`config.mk`:
```
export PLATFORM = sky130hd
export DESIGN_NAME = cic_rate_ctrl
export DESIGN_NICKNAME = d
export VERILOG_FILES = /design/src/rtl/cic_rate_ctrl.sv
export SDC_FILE = /design/constraint.sdc
export NUM_CORES = 1
export LEC_CHECK = 0
export CAP_MARGIN = 40
export CORE_MARGIN = 8
export CORE_UTILIZATION = 53
export CTS_CLUSTER_DIAMETER = 150
export DETAILED_ROUTE_END_ITERATION = 8
export MAX_ROUTING_LAYER = met4
export PLACE_DENSITY = 0.87
export SKIP_LAST_GASP = 1
export SYNTH_ARGS = -nofsm -noshare
export SYNTH_HDL_FRONTEND = slang
export SYNTH_SLANG_ARGS = --single-unit
export TNS_END_PERCENT = 1
```
`constraint.sdc`:
```
create_clock -name clk -period 4.33 [get_ports clk]
set_input_delay 0.6495 -clock clk [delete_from_list [all_inputs] [get_ports clk]]
set_output_delay 0.6495 -clock clk [all_outputs]
set_load 0.005 [all_outputs]
```
`src/rtl/cic_rate_ctrl.sv`:
```
// Rate-change sequencer for the CIC decimator: accepts rate requests, waits for a
// decimation boundary, flushes the filter, applies the rate and blanks settling outputs.
module cic_rate_ctrl #(
   parameter int RATE_DW    = 32,
   parameter int CIC_R      = 10,
   parameter int CIC_N      = 7,
   parameter int CIC_M      = 1,
   parameter int FLUSH_CYC  = 4,
   parameter int SETTLE_CNT = CIC_N * CIC_M
) (
   input  logic               clk,
   input  logic               reset_n,
   input  logic [RATE_DW-1:0] s_axis_cfg_tdata,
   input  logic               s_axis_cfg_tvalid,
   output logic               s_axis_cfg_tready,
   output logic               cfg_err,
   input  logic               s_axis_in_tvalid,
   output logic               cic_in_tvalid,
   input  logic               cic_out_tvalid,
   output logic               m_axis_out_tvalid,
   output logic               cic_reset_n,
   output logic [RATE_DW-1:0] cic_rate_tdata,
   output logic               cic_rate_tvalid,
   output logic [RATE_DW-1:0] current_rate,
   output logic               busy
);

   localparam int FW = $clog2(FLUSH_CYC + 1);
   localparam int SW = (SETTLE_CNT > 0) ? $clog2(SETTLE_CNT + 1) : 1;
   localparam logic [RATE_DW-1:0] L_RATE_MAX    = RATE_DW'(CIC_R);
   localparam logic [FW-1:0]      L_FLUSH_LAST  = FW'(FLUSH_CYC - 1);
   localparam logic [SW-1:0]      L_SETTLE_LAST = SW'(SETTLE_CNT - 1);

   typedef enum logic [2:0] {
      IDLE,
      WAIT_BND,
      FLUSH,
      APPLY,
      SETTLE
   } state_t;

   state_t             r_state;
   logic [RATE_DW-1:0] r_pending;
   logic [RATE_DW-1:0] r_currentRate;
   logic [RATE_DW-1:0] r_rateData;
   logic [FW-1:0]      r_flushCnt;
   logic [SW-1:0]      r_settleCnt;
   logic               r_rateValid;
   logic               r_cfgErr;
   logic               r_tready;
   logic               r_cicResetN;
   logic               r_busy;
   logic               w_blockIn;
   logic               w_blockOut;

   // Registered outputs are set on the transition into the state they belong to,
   // so every output below is valid in the same cycle as the state it describes.
   always_ff @(posedge clk or negedge reset_n) begin
      if (!reset_n) begin
         r_state       <= IDLE;
         r_pending     <= L_RATE_MAX;
         r_currentRate <= L_RATE_MAX;
         r_rateData    <= L_RATE_MAX;
         r_flushCnt    <= '0;
         r_settleCnt   <= '0;
         r_rateValid   <= 1'b0;
         r_cfgErr      <= 1'b0;
         r_tready      <= 1'b0;
         r_cicResetN   <= 1'b0;
         r_busy        <= 1'b0;
      end else begin
         r_cfgErr    <= 1'b0;
         r_rateValid <= 1'b0;
         r_cicResetN <= 1'b1;
         r_tready    <= 1'b0;
         r_busy      <= 1'b1;
         unique case (r_state)
            IDLE: begin
               r_tready <= 1'b1;
               r_busy   <= 1'b0;
               if (s_axis_cfg_tvalid && r_tready) begin
                  if ((s_axis_cfg_tdata == '0) || (s_axis_cfg_tdata > L_RATE_MAX)) begin
                     r_cfgErr <= 1'b1;
                  end else if (s_axis_cfg_tdata != r_currentRate) begin
                     r_pending <= s_axis_cfg_tdata;
                     r_state   <= WAIT_BND;
                     r_tready  <= 1'b0;
                     r_busy    <= 1'b1;
                  end
               end
            end
            WAIT_BND: begin
               if (cic_out_tvalid) begin
                  r_state     <= FLUSH;
                  r_flushCnt  <= '0;
                  r_cicResetN <= 1'b0;
               end
            end
            FLUSH: begin
               if (r_flushCnt == L_FLUSH_LAST) begin
                  r_state     <= APPLY;
                  r_rateValid <= 1'b1;
                  r_rateData  <= r_pending;
               end else begin
                  r_flushCnt  <= r_flushCnt + FW'(1);
                  r_cicResetN <= 1'b0;
               end
            end
            APPLY: begin
               r_currentRate <= r_pending;
               r_settleCnt   <= '0;
               if (SETTLE_CNT == 0) begin
                  r_state  <= IDLE;
                  r_tready <= 1'b1;
                  r_busy   <= 1'b0;
               end else begin
                  r_state <= SETTLE;
               end
            end
            SETTLE: begin
               // The pulse that completes the count is itself blanked; idle starts after it.
               if (cic_out_tvalid) begin
                  if (r_settleCnt == L_SETTLE_LAST) begin
                     r_state  <= IDLE;
                     r_tready <= 1'b1;
                     r_busy   <= 1'b0;
                  end else begin
                     r_settleCnt <= r_settleCnt + SW'(1);
                  end
               end
            end
            default: begin
               r_state <= IDLE;
            end
         endcase
      end
   end

   assign w_blockIn  = (r_state == FLUSH) || (r_state == APPLY);
   assign w_blockOut = w_blockIn || (r_state == SETTLE);

   assign cic_in_tvalid     = s_axis_in_tvalid & ~w_blockIn;
   assign m_axis_out_tvalid = cic_out_tvalid & ~w_blockOut;

   assign s_axis_cfg_tready = r_tready;
   assign cfg_err           = r_cfgErr;
   assign cic_reset_n       = r_cicResetN;
   assign cic_rate_tdata    = r_rateData;
   assign cic_rate_tvalid   = r_rateValid;
   assign current_rate      = r_currentRate;
   assign busy              = r_busy;

endmodule

```
==> impl_metrics.csv <==
group,metric,value,unit
outcome,status,"completed",
worst_setup_path,cp-end-kind,"register",
cells_and_area,diodes,0,
floorplan,dieArea,0.0119,mm^2
synthesis,yosys.area.top_type,"dfrtp_1",
worst_setup_path,critPathMaxStageDelay,720,ps
worst_setup_path,rrSetupSlack,1780,ps
synthesis,yosysMostFrequentCell,"dfrtp_1",
sta,report.final.slew_viol_count,0,
clock_network,postCtsHoldBufs,0,
pwr,power.share.sequential,57.9,%
clock_network,cts_tree,"built",
worst_setup_path,slowest_stage,"o2111ai_4",
synthesis,syn_area,0.00458,mm^2
sta,worst_pin_slew,816,ps
pwr,netSwitchingFraction,24.9,%
floorplan,die_w,109,um
synthesis,yosysTopAreaCellShare,56.8,%
global_routing,grt_pass1_vias,3310,
synthesis,yosysSeqAreaShare,60.2,%
sta,rsz0062_at_grt,"false",
sta,fin_skew,12.8,ps
cells_and_area,drive_above_1_share,23.1,%
route,drtIter0Drc,117,
placed_design,gp_congestion,0.856,
synthesis,synthSimpleGateAreaFrac,10.1,%
clock_network,clockBufferDepth,2,
cells_and_area,seq_area,0.00276,mm^2
synthesis,synth_top_family_by_area,"multiplexers",
synthesis,synthArstFlopShare,100,%
synthesis,synth_cell_types,35,
global_routing,use_met1,25.7,%
global_routing,grt_max_degree,72,
route,ant_nets,0,
pwr,powerDensity,311,mW/mm^2
synthesis,synth_ff_type,"dfrtp_1",
sta,finalCritPeriodShare,66.5,%
global_routing,track_usage,20.4,%
worst_setup_path,crit_chain,"clkdlybuf4s50_1 > xor2_1 > nor4_1 > nand4_1 > o2111ai_4 > mux2_2",
clock_network,htreeDepth,3,
sta,min_period,2880,ps
synthesis,synth_edf_count,0,
sta,max_freq,0.347,GHz
placed_design,portBuffers,107,
pwr,clkPwrFrac,31.4,%
worst_setup_path,crit_start,"s_axis_cfg_tdata[3]",
worst_setup_path,startpoint_type,"input port",
clock_network,cts_setup_buffers,0,
synthesis,synth_xor_area_share,6.12,%
pwr,leakage,0.00284,uW
route,vias,3023,
worst_setup_path,setup.worst_path.class,"input port to register",
synthesis,avgSynthCellArea,13.9,um^2
clock_network,clk_pin_slew,100,ps
synthesis,synth_common_cells,"dfrtp_1, mux2_2, xor2_1",
cells_and_area,multi_input_area,0.00176,mm^2
worst_setup_path,crit_required,4590,ps
floorplan,rows,34,
global_routing,grt_first_pass_wirelength,17700,um
floorplan,die_h,109,um
synthesis,yosysWarnings,0,
cells_and_area,nets,481,
min_path,hp-class,"input port to async pin",
clock_network,cts_buffers,9,
route,dr.pass1.iters,5,
global_routing,met3_usage,6.62,%
pwr,power_switching,465,uW
sta,setup_tns,0,ps
synthesis,ys_ff_latch,110,
floorplan,core,0.00855,mm^2
global_routing,busiest_layer,"met2",
global_routing,grt_antenna_before_repair,0,
run,drv_cap,0,
worst_setup_path,crit_arrival,3130,ps
pwr,pwr-share-comb,10.8,%
route,avgViaCountPerCell,5.47,
floorplan,ios,108,
sta,finalHoldViolCount,0,
synthesis,synth_compound_area_share,3.63,%
pwr,internal_power,1400,uW
route,wl_per_cell,20.4,um
pwr,ir_drop,0.000205,V
synthesis,syn_inst,329,
clock_network,clkLatencyLatePin,370,ps
cells_and_area,final_core_util,70.2,%
clock_network,numClockSinks,110,
floorplan,initial_core_util,53.6,%
worst_setup_path,crit_fanout,32,
synthesis,syn_nets,370,
cells_and_area,nFillCells,587,
clock_network,cts_root_buf,"clkbuf_8",
synthesis,synthAdderAreaFrac,1.09,%
global_routing,met2_usage,30.2,%
sta,final-setup-viol-count,0,
synthesis,ys_top_cells_by_area,"dfrtp_1, mux2_2, xor2_1",
placed_design,place_hpwl,8480,um
route,drc,0,
clock_network,cts_resized,0,
synthesis,synthMuxAreaShare,17.1,%
global_routing,gr-total-overflow,0,
worst_setup_path,rr_startpoint,"current_rate[25]$_DFFE_PN0P_",
sta,slew_headroom,45.6,%
route,wirelength,11300,um
cells_and_area,area_growth,31.1,%
## metrics by stage
step                hold WS [ps]  cell area, um^2  cells  setup slack [ps]  total power [uW]
finish                       127             6010    553              1450              1870
floorplan                    354             4580    329              2080              1180
global placement             462             5760    535              1120              1280
CTS                          119             6010    553              1480              1880
detailed placement           492             5820    537              1070              1300
global route                 121             6010    553              1340              1940
## worst max-delay path, delay by kind of cell
family | cells | cell delay, ps
muxes | 1 | 410
xor gates and xnor gates | 1 | 210
buffers and inverters | 1 | 530
and+or+nand+nor | 2 | 620
AOI/OAI and AO/OA | 1 | 720
## path summary, 6_finish.rpt
check,endpoint,depth (start not counted)
max,r_pending[0]$_DFFE_PN0P_,6
min,current_rate[9]$_DFFE_PN0P_,1
max reg2reg,r_pending[0]$_DFFE_PN0P_,5
min reg2reg,r_pending[6]$_DFFE_PN0P_,1
max in group asynchronous,cic_rate_tdata[3]$_DFFE_PN1P_,3
min in group clk,r_pending[6]$_DFFE_PN0P_,1
## layer usage
metal  up-vias  share of wire [%]
li1       1365                  -
met1      1530                 43
met2       108                 46
met3        20                7.9
met4         0                2.5
met5         -                  0
## power groups by stage
stage	Clock (uW)	Sequential (uW)	Combinational, uW
detailed placement	0	1100	203
floorplan	0	1090	90.7
finish	585	1080	201
global route	637	1080	217
global placement	0	1100	184
CTS	599	1080	203
## cell type report
| cell class | instances | area share (%) |
|---|---|---|
| inverters | 5 | 0.313 |
| multi-input cells | 202 | 29.2 |
| well taps | 108 | 2.25 |
| flip-flops and latches | 110 | 46.0 |
| clock inverters | 5 | 0.646 |
| clock buffers | 11 | 2.52 |
| repair buffers | 112 | 19.1 |
## layout by cell type, fill, tap and decap left out, types with 5 or more instances in the layout
master             n
and2_1            31
clkbuf_8          11
clkdlybuf4s50_1  106
dfrtp_1          104
dfstp_2            6
inv_1              5
mux2_2            66
nand2_1           10
nor4_1            12
o21ai_0            7
xor2_1            32
## kinds of logic after synthesis
group	count (synthesis)
compound gates	20
xor+xnor	32
fa+ha+maj	4
buf+inv	17
flops	110
mux	69
simple gates	77
## flip-flops by register name (all words and copies together), names as in the netlist
name,cells
r_pending,32
s_axis_cfg_tready,1
r_settleCnt,3
current_rate,32
cic_reset_n,1
r_state,3
cic_rate_tvalid,1
busy,1
r_flushCnt,3
cic_rate_tdata,32
cfg_err,1
No activity file was read; power rests on OpenSTA's default activity.
